<file path="src/rtl/smc_step_scheduler.sv">
// Control-period scheduler for the SMC loop: sample tick, sensor acquisition, one nominal-model
// step with held input, then publication of the saturated tracking error.
module smc_step_scheduler #(
    parameter int unsigned PERIOD_CYCLES = 5000,
    parameter int unsigned ACQ_TIMEOUT   = 64,
    parameter int unsigned SETTLE_CYCLES = 2    // must be at least 1
) (
    input  logic        clk,
    input  logic        rst_n,
    input  logic        enable,
    input  logic        sens_valid,
    output logic        sens_ready,
    input  logic [31:0] sens_theta,
    input  logic [31:0] u_in,
    input  logic        u_valid,
    output logic [31:0] u_t,
    output logic        model_step,
    input  logic [31:0] model_u,
    input  logic [31:0] model_udot,
    output logic [31:0] err,
    output logic [31:0] err_dot,
    output logic        out_valid,
    output logic        stale,
    output logic        overrun,
    output logic [7:0]  overrun_cnt
);

    localparam int unsigned PW      = $clog2(PERIOD_CYCLES);
    localparam int unsigned SEQ_MAX = (ACQ_TIMEOUT > SETTLE_CYCLES) ? ACQ_TIMEOUT : SETTLE_CYCLES;
    localparam int unsigned CW      = $clog2(SEQ_MAX + 1) + 1;

    typedef enum logic [2:0] {
        StIdle,
        StWaitTick,
        StAcquire,
        StStep,
        StSettle,
        StPublish
    } state_e;

    state_e        state_q, state_d;
    logic [PW-1:0] period_q, period_d;
    logic [CW-1:0] cyc_q, cyc_d;
    logic [31:0]   theta_q, theta_d;
    logic [31:0]   u_pend_q, u_pend_d;
    logic [31:0]   u_t_q, u_t_d;
    logic [31:0]   err_q, err_d;
    logic [31:0]   err_dot_q, err_dot_d;
    logic          stale_q, stale_d;
    logic          overrun_q, overrun_d;
    logic [7:0]    overrun_cnt_q, overrun_cnt_d;
    logic          sens_ready_q, sens_ready_d;
    logic          model_step_q, model_step_d;
    logic          out_valid_q, out_valid_d;
    logic          tick;
    logic [32:0]   diff;
    logic [31:0]   err_sat;

    // 33-bit difference so that the sign of the true result survives before clamping.
    always_comb begin
        diff = {model_u[31], model_u} - {theta_q[31], theta_q};
        if (diff[32] != diff[31]) begin
            err_sat = diff[32] ? 32'h8000_0000 : 32'h7FFF_FFFF;
        end else begin
            err_sat = diff[31:0];
        end
    end

    always_comb begin
        state_d       = state_q;
        cyc_d         = cyc_q + 1'b1;
        theta_d       = theta_q;
        u_pend_d      = u_valid ? u_in : u_pend_q;
        u_t_d         = u_t_q;
        err_d         = err_q;
        err_dot_d     = err_dot_q;
        stale_d       = stale_q;
        overrun_d     = overrun_q;
        overrun_cnt_d = overrun_cnt_q;

        tick = (state_q != StIdle) && (period_q == PW'(PERIOD_CYCLES - 1));
        if ((state_q == StIdle) || !enable || tick) begin
            period_d = '0;
        end else begin
            period_d = period_q + 1'b1;
        end

        // Ticks that land mid-sequence are dropped and only counted.
        if (tick && (state_q != StWaitTick)) begin
            overrun_d = 1'b1;
            if (overrun_cnt_q != 8'hFF) begin
                overrun_cnt_d = overrun_cnt_q + 1'b1;
            end
        end

        unique case (state_q)
            StIdle: begin
                if (enable) begin
                    state_d = StWaitTick;
                end
            end
            StWaitTick: begin
                if (tick) begin
                    state_d = StAcquire;
                    cyc_d   = '0;
                end
            end
            StAcquire: begin
                if (sens_valid) begin
                    theta_d = sens_theta;
                    stale_d = 1'b0;
                    state_d = StStep;
                end else if (cyc_q == CW'(ACQ_TIMEOUT)) begin
                    stale_d = 1'b1;
                    state_d = StStep;
                end
            end
            StStep: begin
                u_t_d   = u_pend_q;
                state_d = StSettle;
                cyc_d   = '0;
            end
            StSettle: begin
                if (cyc_q == CW'(SETTLE_CYCLES - 1)) begin
                    state_d = StPublish;
                    if (enable) begin
                        err_d     = err_sat;
                        err_dot_d = model_udot;
                    end
                end
            end
            StPublish: begin
                state_d = StWaitTick;
            end
            default: begin
                state_d = StIdle;
            end
        endcase

        if (!enable) begin
            state_d = StIdle;
        end

        // Strobes are registered decodes of the next state.
        sens_ready_d = (state_d == StAcquire);
        model_step_d = (state_d == StStep);
        out_valid_d  = (state_d == StPublish);
    end

    always_ff @(posedge clk or negedge rst_n) begin
        if (!rst_n) begin
            state_q       <= StIdle;
            period_q      <= '0;
            cyc_q         <= '0;
            theta_q       <= '0;
            u_pend_q      <= '0;
            u_t_q         <= '0;
            err_q         <= '0;
            err_dot_q     <= '0;
            stale_q       <= 1'b0;
            overrun_q     <= 1'b0;
            overrun_cnt_q <= '0;
            sens_ready_q  <= 1'b0;
            model_step_q  <= 1'b0;
            out_valid_q   <= 1'b0;
        end else begin
            state_q       <= state_d;
            period_q      <= period_d;
            cyc_q         <= cyc_d;
            theta_q       <= theta_d;
            u_pend_q      <= u_pend_d;
            u_t_q         <= u_t_d;
            err_q         <= err_d;
            err_dot_q     <= err_dot_d;
            stale_q       <= stale_d;
            overrun_q     <= overrun_d;
            overrun_cnt_q <= overrun_cnt_d;
            sens_ready_q  <= sens_ready_d;
            model_step_q  <= model_step_d;
            out_valid_q   <= out_valid_d;
        end
    end

    assign sens_ready  = sens_ready_q;
    assign model_step  = model_step_q;
    assign out_valid   = out_valid_q;
    assign u_t         = u_t_q;
    assign err         = err_q;
    assign err_dot     = err_dot_q;
    assign stale       = stale_q;
    assign overrun     = overrun_q;
    assign overrun_cnt = overrun_cnt_q;

endmodule

</file>
<file path="config.mk">
export PLATFORM = sky130hd
export DESIGN_NAME = smc_step_scheduler
export DESIGN_NICKNAME = d
export VERILOG_FILES = /design/src/rtl/smc_step_scheduler.sv
export SDC_FILE = /design/constraint.sdc
export NUM_CORES = 1
export LEC_CHECK = 0
export CORE_ASPECT_RATIO = 1.2
export CORE_MARGIN = 2
export CORE_UTILIZATION = 54
export DETAILED_ROUTE_END_ITERATION = 10
export PLACE_DENSITY = 0.95
export SYNTH_ARGS = -nofsm -noshare
export SYNTH_HDL_FRONTEND = slang
export SYNTH_SLANG_ARGS = --single-unit
</file>
<file path="constraint.sdc">
create_clock -name clk -period 6.63 [get_ports clk]
set_input_delay 0.663 -clock clk [delete_from_list [all_inputs] [get_ports clk]]
set_output_delay 0.663 -clock clk [all_outputs]
set_load 0.01 [all_outputs]
</file>
# [Yosys cells after proc, flatten, opt, wreduce, memory -nomap -nowiden]
# Cells that the tools add are included.
[totals] regBits=197 in_bits=133 out_inout_bits=109
[classes] n_addsub=4 eq_ne=14 mux=13 reduce_logical=13
[ops] op="$mux W32" count=2
[ops] op="$sub A32 B32 Y33" count=1
[ops] op="$add A8 B1 Y8 const B" count=2
[ops] op="$pmux W8 S2" count=1
[ops] op="$mux W3" count=5
[ops] op="$pmux W3 S5" count=1
[ops] op="$add A13 B1 Y13 const B" count=1
[ops] op="$eq A13 B13 Y1 const B" count=1
[ops] op="$mux W13" count=1
[ops] op="$eq A3 B2 Y1 const B" count=4
[ops] op="$eq A3 B3 Y1 const B" count=3
[ops] op="$eq A8 B1 Y1 const B" count=1
[ops] op="$eq A8 B7 Y1 const B" count=1
[ops] op="$mux W8" count=1
[ops] op="$ne A8 B8 Y1 const B" count=1
[ops] op="$reduce_and A2 Y1" count=3
[ops] op="$eq A3 B1 Y1 const B" count=1
[ops] op="$logic_not A3 Y1" count=1
[ops] op="$ne A3 B1 Y1 const B" count=1
[ops] op="$reduce_and A3 Y1" count=1
[ops] op="$reduce_bool A3 Y1" count=1
[ops] op="$logic_and A1 B1 Y1" count=2
[ops] op="$logic_or A1 B1 Y1" count=2
[ops] op="$mux W1" count=2
[ops] op="4 further kinds" count=4

# [Logic depth before layout (Yosys ltp)]
[depth] depth_word=6 depth_mapped=13

# [Worst setup path after synthesis]
# No wires, ideal clock.
[synth_timing] kind="input -> register" startpoint="input model_u[0]" endpoint="register err_q[24] (netlist: err[24])" setup_ns=0.121 arrival_ns=2.875 required_time_ns=6.509 setup_slack_ns=3.634 path_stages=12 path_cell_list="inv_1 ha_1 inv_1 fa_1 a211oi_1 o21a_1 a211oi_1 o31a_1 a22oi_1 mux2i_1 a211o_1 a22o_1"
[synth_between] elab_chain_cells=3
[synth_lines] element="start: declaration" line="18" text="input logic [31:0] model_u,"
[synth_lines] element="$sub A32 B32 Y33 (*)" line="61" text="diff = {model_u[31], model_u} - {theta_q[31], theta_q};"
[synth_lines] element="$mux W32 / $ne A1 B1 Y1 (equally long branches)" line="63, 62"
[synth_lines] element="$mux W32 (*)" line="62" text="if (diff[32] != diff[31]) begin"
[synth_lines] element="end signal: assignment" line="173" text="err_q <= err_d;"
[synth_lines] element="end: declaration" line="47" text="logic [31:0] err_q, err_d;"
# Mark *: on every way between the ends. The rest lies on a longest branch, timed or not.
# A chain may end at the register's enable or synchronous reset.

# [Final worst setup path]
[layout_timing] startpoint="input model_u[0]" endpoint="register err_q[5] (netlist: err[5])"
# The elaborated chain is that of the path after synthesis.

==> run_results.csv <==
group,metric,value,unit
placement,post-dp-hpwl,19200,um
pwr,internal_power,0.00203,W
detailed_routing,ant_nets,0,
global_route,wire_length_of_the_first_global_routing_pass,41100,um
detailed_routing,vias_per_cell,5.57,
cells_and_area,finish.cell_count_without_fillers,1421,
pwr,peak_supply_drop,182,uV
placement,total_placed_cells_including_tap_cells,1389,
synth,synth-edff-count,0,
sta,timing_worst_slew_pin_value,1070,ps
cells_and_area,multi_input_comb_area,4470,sq um
sta,timing_max_transition_violations_final,0,
detailed_routing,drt-initial-drc-count,522,
run_status,status,"finished, final reports clean",
worst_setup_path,critical_path_buf_inv_count,3,
floorplan,die_width,127,um
synth,synth_area,9770,sq um
global_route,largest_net_degree_at_the_start_of_global_routing,139,
pwr,clock_power_share,42.0,%
synth,ys_warn_count,0,
sta,finalHoldViolCount,0,
synth,synthArstFlopShare,100,%
synth,synth-seq-area-share,50.5,%
pwr,power.density_cell_area,209,nW/um^2
cells_and_area,most_common_cell_after_layout_fill_and_taps_aside,"sky130_fd_sc_hd__clkdlybuf4s50_1",
job,drv_cap,0,
cells_and_area,drive_gt1_share,12.2,%
sta,totalNegativeSetupSlack,0,ps
pwr,finalPower,0.00270,W
synth,post-synth-top-area-cell,"sky130_fd_sc_hd__dfrtp_1",
hold_path,worstHoldPathType,"input port to async pin",
clock_network,ctsResizeCount,0,
detailed_routing,firstDrtPassIters,5,
pwr,total_switching_power,0.000669,W
detailed_routing,dr_total_vias,7911,
sta,period_share,55.9,%
synth,synth.top_cell.area_share,50.5,%
cells_and_area,seqCellArea,4930,sq um
sta,timing.fmax,0.270,GHz
synth,synth.ff_latch_count,197,
global_route,grt_antenna_before_repair,0,
worst_setup_path,crit_path_start_kind,"input port",
clock_network,clock-root-buffer,"sky130_fd_sc_hd__clkbuf_16",
worst_setup_path,critPathCaptureType,"flop",
sta,setup-violations-final,0,
floorplan,top_level_ports,242,
floorplan,fp.dieH,151,um
pwr,comb_power_share,10.9,%
clock_network,cts_tree,"done",
cells_and_area,fillers,1196,
clock_network,path_clk_slew,70,ps
synth,synth_top_cells_by_area,"sky130_fd_sc_hd__dfrtp_1, sky130_fd_sc_hd__mux2_2, sky130_fd_sc_hd__nand2_1, sky130_fd_sc_hd__ha_1, sky130_fd_sc_hd__o21ai_0",
worst_setup_path,crit_type,"input port to flop",
clock_network,clkLatencyLatePin,440,ps
worst_setup_path,crit_path_max_incr_delay,500,ps
sta,worst_rel_slew_slack,28.4,%
clock_network,h-tree-depth,4,
clock_network,tritoncts.num_buffers,17,
worst_setup_path,crit_path_required_time,6970,ps
floorplan,core_region_area,17600,sq um
synth,netlist-cell-type-count,72,
global_route,grt_overflow_total,0,
worst_setup_path,gate_family_responsible_for_the_most_delay_along_the_worst_path,"compound AO/OA/AOI/OAI gates",
clock_network,cts_hold_buf,0,
worst_setup_path,critical_path.slowest_cell,"sky130_fd_sc_hd__a2bb2oi_4",
cells_and_area,mostFrequentLayoutCells,"sky130_fd_sc_hd__clkdlybuf4s50_1, sky130_fd_sc_hd__dfrtp_1, sky130_fd_sc_hd__nand2_1",
placement,port-buffer-count,241,
cells_and_area,syn2layout_area_growth,32.6,%
synth,ys.flop_type,"sky130_fd_sc_hd__dfrtp_1",
sta,clock-skew-final,11.5,ps
worst_setup_path,critical_path_arrival,4040,ps
global_route,vias_in_the_first_global_route,8005,
worst_setup_path,crit_path_max_fanout,24,
placement,globalplace.congestion,0.906,
global_route,grtUsageTotal,27.3,%
detailed_routing,drt_drc_violations_left,0,
synth,synthesis.area_per_instance,10.1,sq um
pwr,pleak,6.00,nW
cells_and_area,layout.core_utilization,73.4,%
cells_and_area,final_nets,1359,
sta,hold-worst-slack,419,ps
sta,rsz0062_at_grt,"false",
sta,final.min_clock_period,3700,ps
clock_network,post_cts.repair.setup_buffers,0,
floorplan,start_util,55.4,%
clock_network,ctsLongestPathBuffers,2,
detailed_routing,postRouteWirelength,25800,um
pwr,power_frac_seq,47.1,%
synth,netlist_instances,964,
floorplan,rows,53,
worst_setup_path,crit_path_cell_trace,"clkdlybuf4s50_1 -> inv_1 -> ha_1 -> inv_1 -> fa_1 -> a211oi_1 -> o21a_1 -> a211oi_1 -> o21ai_2 -> a31oi_4 -> a2bb2oi_4 -> o21ai_4 -> o21ai_0",
cells_and_area,num_antenna_cells,0,
clock_network,cts.sink_count,197,
pwr,power.switching_fraction,24.8,%
floorplan,fp.dieArea,19200,sq um
synth,syn-num-nets,1135,
detailed_routing,drt-wirelength-per-cell,18.2,um
[layer usage]
metal  GRT usage, %  wire length (um)  vias to the layer above
met2           49.3             13600                      300
met4           10.6               775                        0
met5              0                 0                        -
met1           32.3             10200                     3810
met3           5.40              1310                       58
li1               -                 -                     3743
[cell usage after synthesis (4+ instances only)]
| master | instances |
|---|---|
| sky130_fd_sc_hd__a211oi_1 | 4 |
| sky130_fd_sc_hd__a21boi_0 | 4 |
| sky130_fd_sc_hd__a21o_1 | 10 |
| sky130_fd_sc_hd__a21oi_1 | 50 |
| sky130_fd_sc_hd__a22oi_1 | 4 |
| sky130_fd_sc_hd__and2_1 | 4 |
| sky130_fd_sc_hd__and3_1 | 8 |
| sky130_fd_sc_hd__buf_1 | 5 |
| sky130_fd_sc_hd__buf_2 | 11 |
| sky130_fd_sc_hd__buf_6 | 4 |
| sky130_fd_sc_hd__clkbuf_1 | 20 |
| sky130_fd_sc_hd__dfrtp_1 | 197 |
| sky130_fd_sc_hd__ha_1 | 37 |
| sky130_fd_sc_hd__inv_1 | 46 |
| sky130_fd_sc_hd__maj3_2 | 7 |
| sky130_fd_sc_hd__mux2_2 | 67 |
| sky130_fd_sc_hd__nand2_1 | 191 |
| sky130_fd_sc_hd__nand2b_1 | 6 |
| sky130_fd_sc_hd__nand3_1 | 21 |
| sky130_fd_sc_hd__nand4_1 | 5 |
| sky130_fd_sc_hd__nor2_1 | 50 |
| sky130_fd_sc_hd__nor3_1 | 7 |
| sky130_fd_sc_hd__o211ai_1 | 6 |
| sky130_fd_sc_hd__o21a_1 | 5 |
| sky130_fd_sc_hd__o21ai_0 | 56 |
| sky130_fd_sc_hd__o21ai_1 | 12 |
| sky130_fd_sc_hd__o21ai_2 | 13 |
| sky130_fd_sc_hd__or2_2 | 6 |
| sky130_fd_sc_hd__or3_1 | 4 |
| sky130_fd_sc_hd__xnor2_1 | 20 |
| sky130_fd_sc_hd__xor2_1 | 25 |
[power groups by stage]
stage | clock network, W | logic (W) | registers [W]
after CTS | 0.00114 | 0.000298 | 0.00127
after detailed placement | 0 | 0.000294 | 0.00129
final | 0.00113 | 0.000295 | 0.00127
after global placement | 0 | 0.000286 | 0.00129
after floorplan | 0 | 0.000103 | 0.00130
after global routing | 0.00120 | 0.000320 | 0.00128
[through the flow]
stage / area, sq um / setup WS (ps)
floorplan: 9770 / 3630
global placement: 12300 / 2740
detailed placement: 12300 / 2510
CTS: 12900 / 2960
global route: 12900 / 2660
finish: 12900 / 2930
[area by class of cell]
cell class              count  area share, %
flip-flops and latches    197           38.1
inverters                  47           1.36
clock buffers              18           3.39
clock inverters            14           1.62
multi-input cells         680           34.5
repair buffers            245           18.9
well taps                 220           2.13
[final timing paths]
check | startpoint | endpoint | slack (ps) | cells past startpoint
setup / recovery | model_u[0] | err[5] | 2930 | 13
hold / removal | rst_n | u_pend_q[30] | 420 | 1
setup reg to reg | state_q[2] | err[5] | 3040 | 7
hold reg to reg | err_dot[21] | err_dot[21] | 480 | 2
max in group asynchronous | rst_n | u_pend_q[28] | 4810 | 2
min in group clk | err_dot[21] | err_dot[21] | 480 | 2
[flip-flops by register name, indices dropped and copies added (netlist names)]
signal	cells
cyc_q	8
err	32
err_dot	32
model_step	1
out_valid	1
overrun	1
overrun_cnt	8
period_q	13
sens_ready	1
stale	1
state_q	3
theta_q	32
u_pend_q	32
u_t	32
[kinds of logic after synthesis]
logic type | after synthesis | share of synthesized area [%]
XOR/XNOR | 45 | 4.03
AND/OR/NAND/NOR | 321 | 14.6
buffers and inverters | 87 | 3.79
adder cells (fa/ha/maj) | 46 | 5.85
AO/OA/AOI/OAI | 199 | 13.3
flip-flops | 197 | 50.5
multiplexers | 69 | 7.93
Power figures use the tool's default switching activity.
